### src/rtl/serial_adder.sv
// Bit-serial two's-complement adder/subtractor: one full-adder cell reused over
// WIDTH cycles, LSB first, with valid/ready handshakes on input and output.
module serial_adder #(
  parameter int WIDTH = 8
) (
  input  logic             clk,
  input  logic             rst,
  input  logic             in_valid,
  output logic             in_ready,
  input  logic [WIDTH-1:0] a,
  input  logic [WIDTH-1:0] b,
  input  logic             mode,
  output logic             out_valid,
  input  logic             out_ready,
  output logic [WIDTH-1:0] sum,
  output logic             carry_out,
  output logic             overflow,
  output logic             busy
);

  localparam int CNT_W = $clog2(WIDTH);
  localparam logic [CNT_W-1:0] LAST = CNT_W'(WIDTH - 1);

  typedef enum logic [1:0] {IDLE, RUN, DONE} state_t;

  state_t             state_q, state_d;
  logic [WIDTH-1:0]   a_q, a_d;
  logic [WIDTH-1:0]   b_q, b_d;
  logic [WIDTH-2:0]   acc_q, acc_d;
  logic               c_q, c_d;
  logic [CNT_W-1:0]   cnt_q, cnt_d;
  logic [WIDTH-1:0]   sum_q, sum_d;
  logic               carry_out_q, carry_out_d;
  logic               overflow_q, overflow_d;
  logic               s_bit;
  logic               c_next;

  always_comb begin
    state_d     = state_q;
    a_d         = a_q;
    b_d         = b_q;
    acc_d       = acc_q;
    c_d         = c_q;
    cnt_d       = cnt_q;
    sum_d       = sum_q;
    carry_out_d = carry_out_q;
    overflow_d  = overflow_q;
    s_bit       = a_q[0] ^ b_q[0] ^ c_q;
    c_next      = (a_q[0] & b_q[0]) | (a_q[0] & c_q) | (b_q[0] & c_q);

    unique case (state_q)
      IDLE: begin
        if (in_valid) begin
          // Subtraction is A + ~B + 1: the +1 enters as the initial carry.
          a_d     = a;
          b_d     = mode ? ~b : b;
          c_d     = mode;
          cnt_d   = '0;
          state_d = RUN;
        end
      end
      RUN: begin
        a_d   = a_q >> 1;
        b_d   = b_q >> 1;
        c_d   = c_next;
        acc_d = (WIDTH-1)'({s_bit, acc_q} >> 1);
        if (cnt_q == LAST) begin
          // On the MSB step c_q is the carry into the MSB.
          sum_d       = {s_bit, acc_q};
          carry_out_d = c_next;
          overflow_d  = c_q ^ c_next;
          state_d     = DONE;
        end else begin
          cnt_d = cnt_q + CNT_W'(1);
        end
      end
      DONE: begin
        if (out_ready) state_d = IDLE;
      end
      default: state_d = IDLE;
    endcase
  end

  always_ff @(posedge clk or posedge rst) begin
    if (rst) begin
      state_q     <= IDLE;
      a_q         <= '0;
      b_q         <= '0;
      acc_q       <= '0;
      c_q         <= 1'b0;
      cnt_q       <= '0;
      sum_q       <= '0;
      carry_out_q <= 1'b0;
      overflow_q  <= 1'b0;
    end else begin
      state_q     <= state_d;
      a_q         <= a_d;
      b_q         <= b_d;
      acc_q       <= acc_d;
      c_q         <= c_d;
      cnt_q       <= cnt_d;
      sum_q       <= sum_d;
      carry_out_q <= carry_out_d;
      overflow_q  <= overflow_d;
    end
  end

  assign in_ready  = (state_q == IDLE);
  assign busy      = (state_q == RUN);
  assign out_valid = (state_q == DONE);
  assign sum       = sum_q;
  assign carry_out = carry_out_q;
  assign overflow  = overflow_q;

endmodule

### config.mk
export PLATFORM = sky130hd
export DESIGN_NAME = serial_adder
export DESIGN_NICKNAME = d
export VERILOG_FILES = /design/src/rtl/serial_adder.sv
export SDC_FILE = /design/constraint.sdc
export NUM_CORES = 1
export LEC_CHECK = 0
export BUFFER_PORTS_ARGS = -buffer_cell sky130_fd_sc_hd__buf_2
export CORE_MARGIN = 1.5
export CORE_UTILIZATION = 54
export CTS_CLUSTER_DIAMETER = 40
export DETAILED_ROUTE_END_ITERATION = 6
export HOLD_SLACK_MARGIN = 0.06
export PLACE_DENSITY = 0.78
export SLEW_MARGIN = 20
export SYNTH_ARGS = -nofsm -noshare
export SYNTH_HDL_FRONTEND = slang
export SYNTH_SLANG_ARGS = --single-unit
### constraint.sdc
create_clock -name clk -period 1.65 [get_ports clk]
set_input_delay 0.165 -clock clk [delete_from_list [all_inputs] [get_ports clk]]
set_output_delay 0.165 -clock clk [all_outputs]
set_load 0.02 [all_outputs]
### Word level (Yosys, flattened, before mapping)

Index checks and enable logic that the tools add are counted.

* logic and storage cells: 46
* output and inout bits: 13
* input port bits: 21
* register bits: 39

* add/subtract/negate cells: 1
* reductions and logical operators: 6
* muxes and demuxes: 14
* bitwise logic cells: 9
* equal/unequal tests: 7

Operators by type and width (number)
* $pmux W8 S2: 2
* $mux W8: 3
* $not A8 Y8: 1
* $mux W2: 3
* $mux W3: 2
* $pmux W2 S3: 1
* $pmux W3 S2: 1
* $reduce_and A3 Y1: 2
* $ne A2 B1 Y1 const B: 2
* $ne A2 B2 Y1 const B: 2
* $reduce_and A2 Y1: 2
* $add A3 B1 Y3 const B: 1
* $and A1 B1 Y1: 3
* $eq A3 B3 Y1 const B: 1
* $xor A1 B1 Y1: 3
* $eq A2 B1 Y1 const B: 1
* $eq A2 B2 Y1 const B: 1
* $logic_not A2 Y1: 1
* $or A1 B1 Y1: 2
* $pmux W1 S2: 1
* $reduce_bool A2 Y1: 1
* $mux W1: 1

### Depth between registers and ports, before layout

* depth in word-level cells: 4
* mapped depth: 6
* mapped depth without buffers: 5

### Worst setup path after synthesis

Ideal clock, no wire load.

* path type: reg2reg
* from: register cnt_q[0]
* to: register carry_out_q (netlist: carry_out)
* setup slack: 0.174 ns
* arrival time: 1.351 ns
* required time: 1.525 ns
* stages on the path, launching flop included: 6
* period minus slack after synthesis: 1.476 ns
* path buffers: 1
* library setup time: 0.125 ns
* path through: dfrtp_1 ha_1 ha_1 nand3b_1 buf_6 mux2_2

* word-level cells in the longest chain between the ends: 2

RTL lines
* start, declared: RTL line 31 `logic [CNT_W-1:0] cnt_q, cnt_d;`
* start signal, assigned: RTL line 101 `cnt_q <= cnt_d;`
* $eq A3 B3 Y1: RTL line 67 `if (cnt_q == LAST) begin`
* $reduce_and A2 Y1 (no line)
* end signal, assigned: RTL line 103 `carry_out_q <= carry_out_d;`
* end, declared: RTL line 33 `logic carry_out_q, carry_out_d;`

No other way between the ends.
A chain may end at the register's enable or synchronous reset.

### Worst setup path in the final report

* from: register state_q[0]
* to: output out_valid

* word-level cells in the longest chain between the ends: 1

RTL lines
* start, declared: RTL line 26 `state_t state_q, state_d;`
* start signal, assigned: RTL line 96 `state_q <= state_d;`
* $eq A2 B2 Y1: RTL line 110 `assign out_valid = (state_q == DONE);`
* end, declared: RTL line 13 `output logic out_valid,`

No other way between the ends.

==> results.md <==
* Status: finished clean
* Chip height at 60.26 um
* Post-detailed-route count of antenna-violating nets at 0
* First-pass GRT wire length at 5451 um
* RSZ-0062 raised after global routing: no
* Register share of total power at 0.442
* Final hold vios at 0
* Combinational power share at 0.436
* Worst EP arrival at 1390 ps
* R2R setup slack at 110 ps
* Clk sinks at 39
* Largest net degree at the start of global routing at 40
* Placement Rows at 20
* Filler cells at 260
* Synth cell types at 29
* Sequential share of the synthesized area at 0.5512
* Hold Crit Class: primary input to flip-flop
* Top cells by area, synth: dfrtp_1 (55%), mux2_2 (11%), a221o_1 (4.0%)
* Post-route cell area at 2071 um^2
* M3 GR Usage at 0.04545
* H-Tree Depth at 2
* Post-synth top flop: dfrtp_1
* Pwr dens at 1810 nW/um^2
* CP Class: flip-flop to output pin
* P_int at 2.389 mW
* Max_cap viols at 0
* Final #Nets at 203
* Via-to-Cell Ratio at 5.366
* Cells after Synth at 137
* DR WL/cell at 13.89 um
* Final period utilization at 0.9406
* Iteration-0 DRC Markers at 40
* Area leader, netlist: dfrtp_1
* Seq cells post-synth at 39
* Core Util, Final at 0.6728
* Placed cell area at 1976 um^2
* GR Util met2 at 0.3339
* CTS tree: yes
* CTS Buffer Depth at 2
* Synth cell count leaders: dfrtp_1 (39), mux2_2 (17), o21ai_0 (10), nand2_1 (9)
* DP HPWL at 2206 um
* Syn nets at 161
* Net switching power at 1.358 mW
* Peak VDD IR at 0.8351 mV
* Min Hold Slack at 69.99 ps
* Final setup TNS at 0 ps
* P_leak at 1.017 nW
* Met1 GRT Util at 0.2620
* Detailed-route via count at 1202
* Antenna Cells at 0
* Clock share of power at 0.122
* Worst Setup End Kind: output pin
* GRT Util Overall at 0.2060
* Critical Path RT at 1480 ps
* CTS root buffer: clkbuf_4
* CP startpoint kind: flip-flop
* Slowest CP cell: dfrtp_2
* Share of cells above drive strength 1 at 0.3889
* Initial Util at 0.5752
* Die Width at 60.26 um
* Worst skew pair latency at 340 ps
* Final WL at 3111 um
* Avg Synthesized Cell Area at 12.92 um^2
* Max_slew headroom at 0.6845
* GRT busiest layer: met2
* Top-area cell type share of the netlist area at 0.5512
* Final min period at 1552 ps
* Drt drc at 0
* Clock-pin slew on the worst setup and hold paths at 110 ps
* Vias in the first global route at 1239
* Area grow syn2layout at 16.96%
* Cell with the most instances after synthesis: dfrtp_1
* Fin. max-slew vios at 0
* Synth Cell Area at 1770 um^2
* DRT Pass-1 Iters at 4
* Overflow after GRT at 0
* CORE AREA at 3078 um^2
* Sw frac at 0.3624
* Critical path's largest stage delay at 470 ps
* Initial antenna violation count at 0
* Layout Skew at 7.737 ps
* IO buf count at 33
* Worst-path fanout max at 13
* Num CTS Buffers at 5
* Synth Warn # at 0
* I/O pin cnt at 34
* F_max at 644.3 MHz
* Setup Viol. Count Final at 0
* Die footprint at 3631 um^2
* Crit path cell chain: buf_4 -> nand2b_1 -> inv_1 -> buf_2
* Post-synth ARST share at 1.000
* Actual slew at the worst max-slew pin at 473.3 ps
* Post-synth EDFFs at 0
* Routability cong. at 0.7103
per-layer routing:
layer / wire length, um / up-vias
li1: - / 576
met1: 1373 / 582
met2: 1527 / 39
met3: 162 / 5
met4: 48 / 0
met5: 0 / -
worst max-delay path, delay by kind of cell (launching register included):
family	cells	cell delay (ps)
and+or+nand+nor	1	180
DFF	1	470
buffers and inverters	3	410
power groups by stage:
| stage | registers, mW | logic [mW] | clock network, mW |
|---|---|---|---|
| 3_3_place_gp | 1.66 | 1.49 | 0 |
| 3_5_place_dp | 1.69 | 1.58 | 0 |
| 6_report | 1.66 | 1.63 | 0.458 |
| 2_1_floorplan | 1.73 | 1.12 | 0 |
| 4_1_cts | 1.67 | 1.59 | 0.471 |
| 5_1_grt | 1.72 | 1.80 | 0.518 |
sequential cells by signal, summed over array words and instances (netlist names):
signal,count
carry_out,1
c_q,1
b_q,8
overflow,1
cnt_q,3
state_q,2
sum,8
acc_q,7
a_q,8
cell type report:
class                      count  area, um^2  share of cell area
multi-input combinational     87       718.2              0.3468
clock inverter                 1       5.005            0.002417
clock buffer                   7       45.04             0.02175
timing repair buffer          43       257.7              0.1245
tap                           44       55.05             0.02659
sequential                    39       978.4              0.4725
inverter                       3       11.26            0.005438
timing repair:
item / in CTS / in global routing
setup endpoints to repair: 1 / 2
endpoints found under the hold margin: 40 / 0
resized for setup: 1 / 1
hold buffers: 2 / 0
setup buffers: 0 / 3
pin swaps: 0 / 0
cell families after synthesis:
| family | share of synthesized area |
|---|---|
| AO/OA/AOI/OAI | 0.1343 |
| XOR/XNOR | 0.04453 |
| adder cells (fa/ha/maj) | 0.02544 |
| buffers and inverters | 0.04310 |
| flip-flops | 0.5512 |
| multiplexers | 0.1081 |
| AND/OR/NAND/NOR | 0.09329 |
worst paths after layout:
path,to,from,cells after the start
setup reg to reg,cnt_q[0],cnt_q[0],5
hold reg to reg,a_q[3],a_q[3],2
min in group asynchronous,a_q[1],rst,4
setup / recovery,out_valid,state_q[0],4
hold / removal,a_q[7],a[7],2
max in group asynchronous,state_q[0],rst,4
metrics by stage:
stage	power (mW)	worst slack [ps]	cells
floorplan	2.856	174.2	137
global placement	3.154	168.6	211
detailed placement	3.270	108.0	211
CTS	3.732	31.29	221
global route	4.040	14.18	224
finish	3.748	97.93	224
cells in the final DEF (no fill, tap or decap), drive strengths merged, types with 6 or more instances in the layout:
| master | n |
|---|---|
| nand2 | 9 |
| xor2 | 6 |
| and3b | 7 |
| a221o | 7 |
| dfrtp | 39 |
| clkbuf | 7 |
| o21ai | 10 |
| mux2 | 17 |
| buf | 41 |
| a22oi | 6 |
Power figures use the tool's default switching activity.
